==> src/rtl/maze_pkg.sv <==
// Shared maze geometry and the probe FSM / probe index types used by the
// mover, renderer and wall-probe responder.
package maze_pkg;

  localparam int MAZE_PIX_W   = 404;
  localparam int MAZE_PIX_H   = 447;
  localparam int TILE_SHIFT   = 3;
  localparam int MAZE_W_TILES = 51;

  typedef enum logic [2:0] {
    IDLE,
    CALC,
    ISSUE,
    WAIT,
    DONE
  } probe_state_t;

  typedef enum logic [1:0] {
    TL = 2'd0,
    TR = 2'd1,
    BL = 2'd2,
    BR = 2'd3
  } probe_idx_t;

endpackage

==> src/rtl/maze_probe_addr.sv <==
// Combinational probe-pixel to ROM-address mapping for one selected diagonal
// probe, with the per-axis out-of-range flags for that probe.
module maze_probe_addr #(
  parameter int MAZE_PIX_W   = maze_pkg::MAZE_PIX_W,
  parameter int MAZE_PIX_H   = maze_pkg::MAZE_PIX_H,
  parameter int TILE_SHIFT   = maze_pkg::TILE_SHIFT,
  parameter int MAZE_W_TILES = maze_pkg::MAZE_W_TILES,
  parameter int ADDR_W       = 12
) (
  input  logic [9:0]           ball_x,
  input  logic [9:0]           ball_y,
  input  logic [9:0]           ball_s,
  input  maze_pkg::probe_idx_t idx,
  output logic [ADDR_W-1:0]    addr,
  output logic                 x_oob,
  output logic                 y_oob
);
  import maze_pkg::*;

  logic [10:0] s1, xl, xr, yt, yb, px, py;
  logic        oxl, oxr, oyt, oyb;
  logic        is_left, is_top;

  assign s1 = {1'b0, ball_s} + 11'd1;
  assign xl = {1'b0, ball_x} - s1;
  assign xr = {1'b0, ball_x} + s1;
  assign yt = {1'b0, ball_y} - s1;
  assign yb = {1'b0, ball_y} + s1;

  // Left/top edges are checked before subtraction so underflow never aliases.
  assign oxl = {1'b0, ball_x} < s1;
  assign oxr = xr >= 11'(MAZE_PIX_W);
  assign oyt = {1'b0, ball_y} < s1;
  assign oyb = yb >= 11'(MAZE_PIX_H);

  assign is_left = (idx == TL) || (idx == BL);
  assign is_top  = (idx == TL) || (idx == TR);

  assign px    = is_left ? xl : xr;
  assign py    = is_top  ? yt : yb;
  assign x_oob = is_left ? oxl : oxr;
  assign y_oob = is_top  ? oyt : oyb;

  assign addr = ADDR_W'(32'(py >> TILE_SHIFT) * 32'(MAZE_W_TILES) + 32'(px >> TILE_SHIFT));

endmodule

==> src/rtl/maze_probe.sv <==
// Per-frame wall probe: reads the maze ROM at the four diagonal corners just
// outside the sprite box and publishes them together as mapTL/TR/BL/BR.
module maze_probe #(
  parameter int MAZE_PIX_W   = maze_pkg::MAZE_PIX_W,
  parameter int MAZE_PIX_H   = maze_pkg::MAZE_PIX_H,
  parameter int TILE_SHIFT   = maze_pkg::TILE_SHIFT,
  parameter int MAZE_W_TILES = maze_pkg::MAZE_W_TILES,
  parameter int ROM_LAT      = 1,
  parameter int ADDR_W       = 12
) (
  input  logic              Clk,
  input  logic              Reset,
  input  logic              frame_clk,
  input  logic [9:0]        BallX,
  input  logic [9:0]        BallY,
  input  logic [9:0]        BallS,
  output logic [ADDR_W-1:0] rom_addr,
  output logic              rom_rd,
  input  logic              rom_data,
  output logic              mapTL,
  output logic              mapTR,
  output logic              mapBL,
  output logic              mapBR,
  output logic              probe_valid,
  output logic              busy
);
  import maze_pkg::*;

  localparam logic [2:0] LAST_TICK = 3'(3 + ROM_LAT);

  probe_state_t      state_q, state_d;
  logic [2:0]        tick_q, tick_d;
  logic              frame_clk_q;
  logic              start;
  logic [9:0]        x_q, y_q, s_q;
  logic [3:0]        force_q, fval_q, res_q;
  logic [3:0]        map_q, map_d;
  logic [1:0]        issue_k, samp_k;
  logic              samp_en, samp_bit;
  logic [ADDR_W-1:0] probe_addr;
  logic              x_oob, y_oob;

  assign start   = frame_clk & ~frame_clk_q;
  assign issue_k = tick_q[1:0];
  assign samp_k  = 2'(tick_q - 3'(ROM_LAT));
  assign samp_en = ((state_q == ISSUE) || (state_q == WAIT)) && (tick_q >= 3'(ROM_LAT));
  // Out-of-range probes carry their forced value alongside the in-flight read.
  assign samp_bit = force_q[samp_k] ? fval_q[samp_k] : rom_data;

  maze_probe_addr #(
    .MAZE_PIX_W  (MAZE_PIX_W),
    .MAZE_PIX_H  (MAZE_PIX_H),
    .TILE_SHIFT  (TILE_SHIFT),
    .MAZE_W_TILES(MAZE_W_TILES),
    .ADDR_W      (ADDR_W)
  ) u_addr (
    .ball_x(x_q),
    .ball_y(y_q),
    .ball_s(s_q),
    .idx   (probe_idx_t'(issue_k)),
    .addr  (probe_addr),
    .x_oob (x_oob),
    .y_oob (y_oob)
  );

  always_ff @(posedge Clk) begin
    if (Reset) begin
      state_q     <= IDLE;
      tick_q      <= '0;
      frame_clk_q <= 1'b0;
      x_q         <= '0;
      y_q         <= '0;
      s_q         <= '0;
      force_q     <= '0;
      fval_q      <= '0;
      res_q       <= '0;
      map_q       <= 4'b1111;
    end else begin
      state_q     <= state_d;
      tick_q      <= tick_d;
      frame_clk_q <= frame_clk;
      map_q       <= map_d;
      if (state_q == CALC) begin
        x_q <= BallX;
        y_q <= BallY;
        s_q <= BallS;
      end
      if (state_q == ISSUE) begin
        force_q[issue_k] <= x_oob | y_oob;
        fval_q[issue_k]  <= y_oob;
      end
      if (samp_en) begin
        res_q[samp_k] <= samp_bit;
      end
    end
  end

  always_comb begin
    state_d = state_q;
    tick_d  = tick_q;
    map_d   = map_q;
    unique case (state_q)
      IDLE: if (start) state_d = CALC;
      CALC: begin
        state_d = ISSUE;
        tick_d  = '0;
      end
      ISSUE: begin
        tick_d = tick_q + 3'd1;
        if (tick_q == 3'd3) state_d = WAIT;
      end
      WAIT: begin
        tick_d = tick_q + 3'd1;
        if (tick_q == LAST_TICK) begin
          state_d = DONE;
          map_d   = {samp_bit, res_q[2:0]};
        end
      end
      DONE: state_d = IDLE;
      default: state_d = IDLE;
    endcase
  end

  assign rom_rd      = (state_q == ISSUE);
  assign rom_addr    = (rom_rd && !x_oob && !y_oob) ? probe_addr : '0;
  assign probe_valid = (state_q == DONE);
  assign busy        = (state_q != IDLE);
  assign mapTL       = map_q[0];
  assign mapTR       = map_q[1];
  assign mapBL       = map_q[2];
  assign mapBR       = map_q[3];

endmodule

==> config.mk <==
export PLATFORM = sky130hd
export DESIGN_NAME = maze_probe
export DESIGN_NICKNAME = d
export VERILOG_FILES = /design/src/rtl/maze_pkg.sv /design/src/rtl/maze_probe_addr.sv /design/src/rtl/maze_probe.sv
export SDC_FILE = /design/constraint.sdc
export NUM_CORES = 1
export LEC_CHECK = 0
export ABC_AREA = 1
export CAP_MARGIN = 20
export CORE_ASPECT_RATIO = 1.75
export CORE_UTILIZATION = 50
export DETAILED_ROUTE_END_ITERATION = 8
export HOLD_SLACK_MARGIN = 0.06
export PLACE_DENSITY = 0.68
export SYNTH_ARGS = -nofsm -noshare
export SYNTH_HDL_FRONTEND = slang
export SYNTH_SLANG_ARGS = --single-unit
==> constraint.sdc <==
create_clock -name Clk -period 7 [get_ports Clk]
set_input_delay 0.7 -clock Clk [delete_from_list [all_inputs] [get_ports Clk]]
set_output_delay 0.7 -clock Clk [all_outputs]
set_load 0.005 [all_outputs]
==> flow_metrics.py <==
metrics = {
    "outcome": {
        "run_status": "finished, final reports clean",
    },
    "timing": {
        "final_critical_path_setup_slack_ps": 341.4,
        "setup_violations": 0,
        "grt_setup_unrepaired": "yes",
        "timing.final.crit_period_ps": 6659,
        "layout_worst_path_cycle_share": 0.9512,
        "tightestPinTransition_ps": 581.1,
        "timing.final.max_slew_violations": 0,
        "finClkSkew_ps": 6.263,
        "achievable-frequency_ghz": 0.1502,
        "hold_ws_ps": 479.1,
        "fin_hold_viols": 0,
        "worst_slew_margin_rel": 0.6112,
        "final.setup.tns_ps": 0,
    },
    "routing": {
        "route.detailed.vias_per_inst": 5.437,
        "drt-wirelength-per-cell_um": 15.87,
        "drt_pass1_iterations": 5,
        "drtAntennaViolNets": 0,
        "route.detailed.drc": 0,
        "total_wire_length_after_detailed_routing_um": 16610,
        "total_via_count_in_the_routed_design": 5693,
        "first_iter_violations": 306,
    },
    "global_route": {
        "grt_first_pass_wirelength_um": 26740,
        "gr-usage-all-layers": 0.3039,
        "grt_pass1_vias": 5724,
        "grt.overflow.total": 0,
        "grt_start_max_net_pins": 42,
        "grt_antenna_before_repair": 0,
    },
    "cts": {
        "ctsLongestPathBuffers": 2,
        "cts_buffer_count": 5,
        "cts.sink_count": 52,
        "cts.hold.buffers_added": 0,
        "h-tree-depth": 2,
        "insertion_delay_ps": 290,
        "clock_slew_seen_by_the_registers_of_the_worst_setup_and_hold_paths_ps": 70,
        "cts_tree": "done",
        "cts_root_buf": "clkbuf_16",
    },
    "layout": {
        "final_nets": 1048,
        "layout_cell_share_with_drive_strength_beyond_1": 0.1058,
        "stdcell_count": 1047,
        "antenna_cells_inserted": 0,
        "area_growth_from_synthesis_to_layout_pct": 21.17,
    },
    "synthesis": {
        "ys.flop_type": "dfxtp_1",
        "netlist.area_leader.share": 0.1848,
        "ys_seq_elements": 52,
        "netlist_top_cells_count": "169 x nand2_1, 135 x inv_1, 105 x nor2_1",
        "most_area_consuming_cells_after_synthesis": "dfxtp_1 18%, ha_1 18%, nand2_1 11%, inv_1 9.0%, nor2_1 7.0%",
        "post-synth-top-area-cell": "dfxtp_1",
        "mappedNetlistNets": 982,
        "post_synth_inst_count": 851,
        "synthDistinctLibCells": 43,
        "top_count_cell_post_synth": "nand2_1",
        "count_of_flip_flops_with_a_built_in_enable_after_synthesis": 0,
        "synth.yosys.seq_area_share": 0.1848,
        "synthArstFlopShare": 0,
        "yosys_warnings": 0,
        "cell_area_after_synthesis_um2": 5633,
        "syn-mean-instance-area_um2": 6.619,
    },
    "worst_hold_path": {
        "holdPathEnd": "map_q[3]",
        "worstHoldPathType": "register to register",
        "timing.hold.worst_path_depth": 2,
        "startpoint_of_the_worst_hold_path": "map_q[3]",
    },
    "critical_path": {
        "crit_cells": 29,
        "critical_path_class": "register to primary output",
        "crit_path_max_incr_delay_ps": 530,
        "worst_path_max_delay_cell": "fa_1",
        "setup.reg_to_reg.worst_slack_ps": 3710,
        "reg2reg_depth": 20,
        "worstPathBufferInverterCount": 7,
        "critical_path_required_ps": 6300,
        "r2r-end": "force_q[2]",
        "crit_arrival_ps": 5960,
        "path_common_cell": "nand2_1",
        "kind_of_cell_adding_the_most_delay_to_the_critical_path": "adder cells",
        "timing.critical_path.to_type": "primary output",
        "regToRegStartpoint": "s_q[1]",
        "worst_setup_path_start_kind": "register",
        "timing.critical_path.fanout_max": 3,
    },
    "die": {
        "die_h_um": 142.4,
        "design.core.area_um2": 10820,
        "chipWidth_um": 82.24,
        "rows": 50,
        "io_count": 53,
        "initial_core_util": 0.5205,
        "die_area_um2": 11710,
    },
    "placement": {
        "worst_setup_slack_after_placement_ps": -152.1,
        "placedCellCount": 1032,
        "finalWeightedCongestion": 0.9855,
        "hpwlAfterDp_um": 13550,
        "port-buffer-count": 52,
    },
    "job": {
        "drv.max_cap_violation_count": 0,
    },
}
==> per-layer routing <==
layer  GRT usage  share of wire
met1      0.2895           0.35
met2      0.5689           0.54
met3     0.03782          0.030
met4      0.2170          0.077
met5           0              0
==> cell type report <==
type                            count  area [µm²]
Multi-Input combinational cell    643        4192
Fill cell                        1029        3998
Sequential cell                    52        1047
Timing Repair Buffer               78       772.0
Inverter                          137       514.2
Tap cell                          130       162.7
Clock buffer                        5       125.1
Clock inverter                      2       12.51
==> sequential cells by signal, indices dropped and copies added (netlist names) <==
register	flops
force_q	4
frame_clk_q	1
fval_q	4
map_q	4
res_q	3
s_q	10
state_q	3
tick_q	3
x_q	10
y_q	10
==> stage by stage <==
step | utilization | instance area [µm²]
final | 0.6306 | 6825
after global routing | 0.6306 | 6825
after CTS | 0.6148 | 6654
after detailed placement | 0.5877 | 6361
after floorplan | - | 5633
after global placement | 0.5877 | 6361
==> worst reg2reg max path: cells and delay by family (launching register included) <==
kind	cells	cell delay (ps)
fa+ha+maj	2	560
simple gates	12	1550
buf+inv	5	470
xor+xnor	1	250
flops	1	370
==> worst max path at each step <==
stage / from / end / slack [ps]
final: s_q[1] / rom_addr[11] / 340
after global routing: s_q[1] / rom_addr[11] / -40
after CTS: s_q[1] / rom_addr[9] / 2
after detailed placement: s_q[2] / rom_addr[11] / -150
after global placement: s_q[2] / rom_addr[11] / -4
after floorplan: s_q[0] / rom_addr[10] / 860
==> placed cells by master, fill, tap and decap left out, types with 3 or more instances in the layout <==
| master | instances |
|---|---|
| dlymetal6s2s_1 | 5 |
| inv_2 | 7 |
| fa_1 | 15 |
| buf_4 | 23 |
| o211ai_1 | 4 |
| nand2_2 | 4 |
| clkbuf_16 | 5 |
| or2_2 | 4 |
| ha_1 | 74 |
| o21ai_1 | 3 |
| o21ai_2 | 3 |
| xor2_1 | 14 |
| o21a_1 | 4 |
| nand4_1 | 8 |
| ha_4 | 8 |
| nand3_1 | 52 |
| nand2_1 | 167 |
| nor3_1 | 5 |
| xor2_2 | 4 |
| nor2_1 | 103 |
| a21oi_2 | 4 |
| xnor2_1 | 4 |
| o21bai_1 | 7 |
| nor2_2 | 15 |
| o21ai_0 | 59 |
| dfxtp_1 | 49 |
| o22ai_1 | 4 |
| clkdlybuf4s50_1 | 47 |
| a31oi_1 | 3 |
| inv_1 | 130 |
| a21oi_1 | 50 |
==> cell families after synthesis <==
kind of cell    after synthesis  synth area share
buf+inv                     156            0.1073
simple gates                371            0.2870
xor+xnor                     22           0.03421
fa+ha+maj                    97            0.2355
flops                        52            0.1848
compound gates              153            0.1513
==> timing repair <==
action | CTS | global route
setup buffers | 4 | 2
gates resized for setup | 26 | 26
endpoints found under the setup margin | 5 | 5
pin swaps | 9 | 13
Power is left out: the tool's default activity adds up to more than one toggle a clock period on the data nets, which glitch-free logic cannot reach.
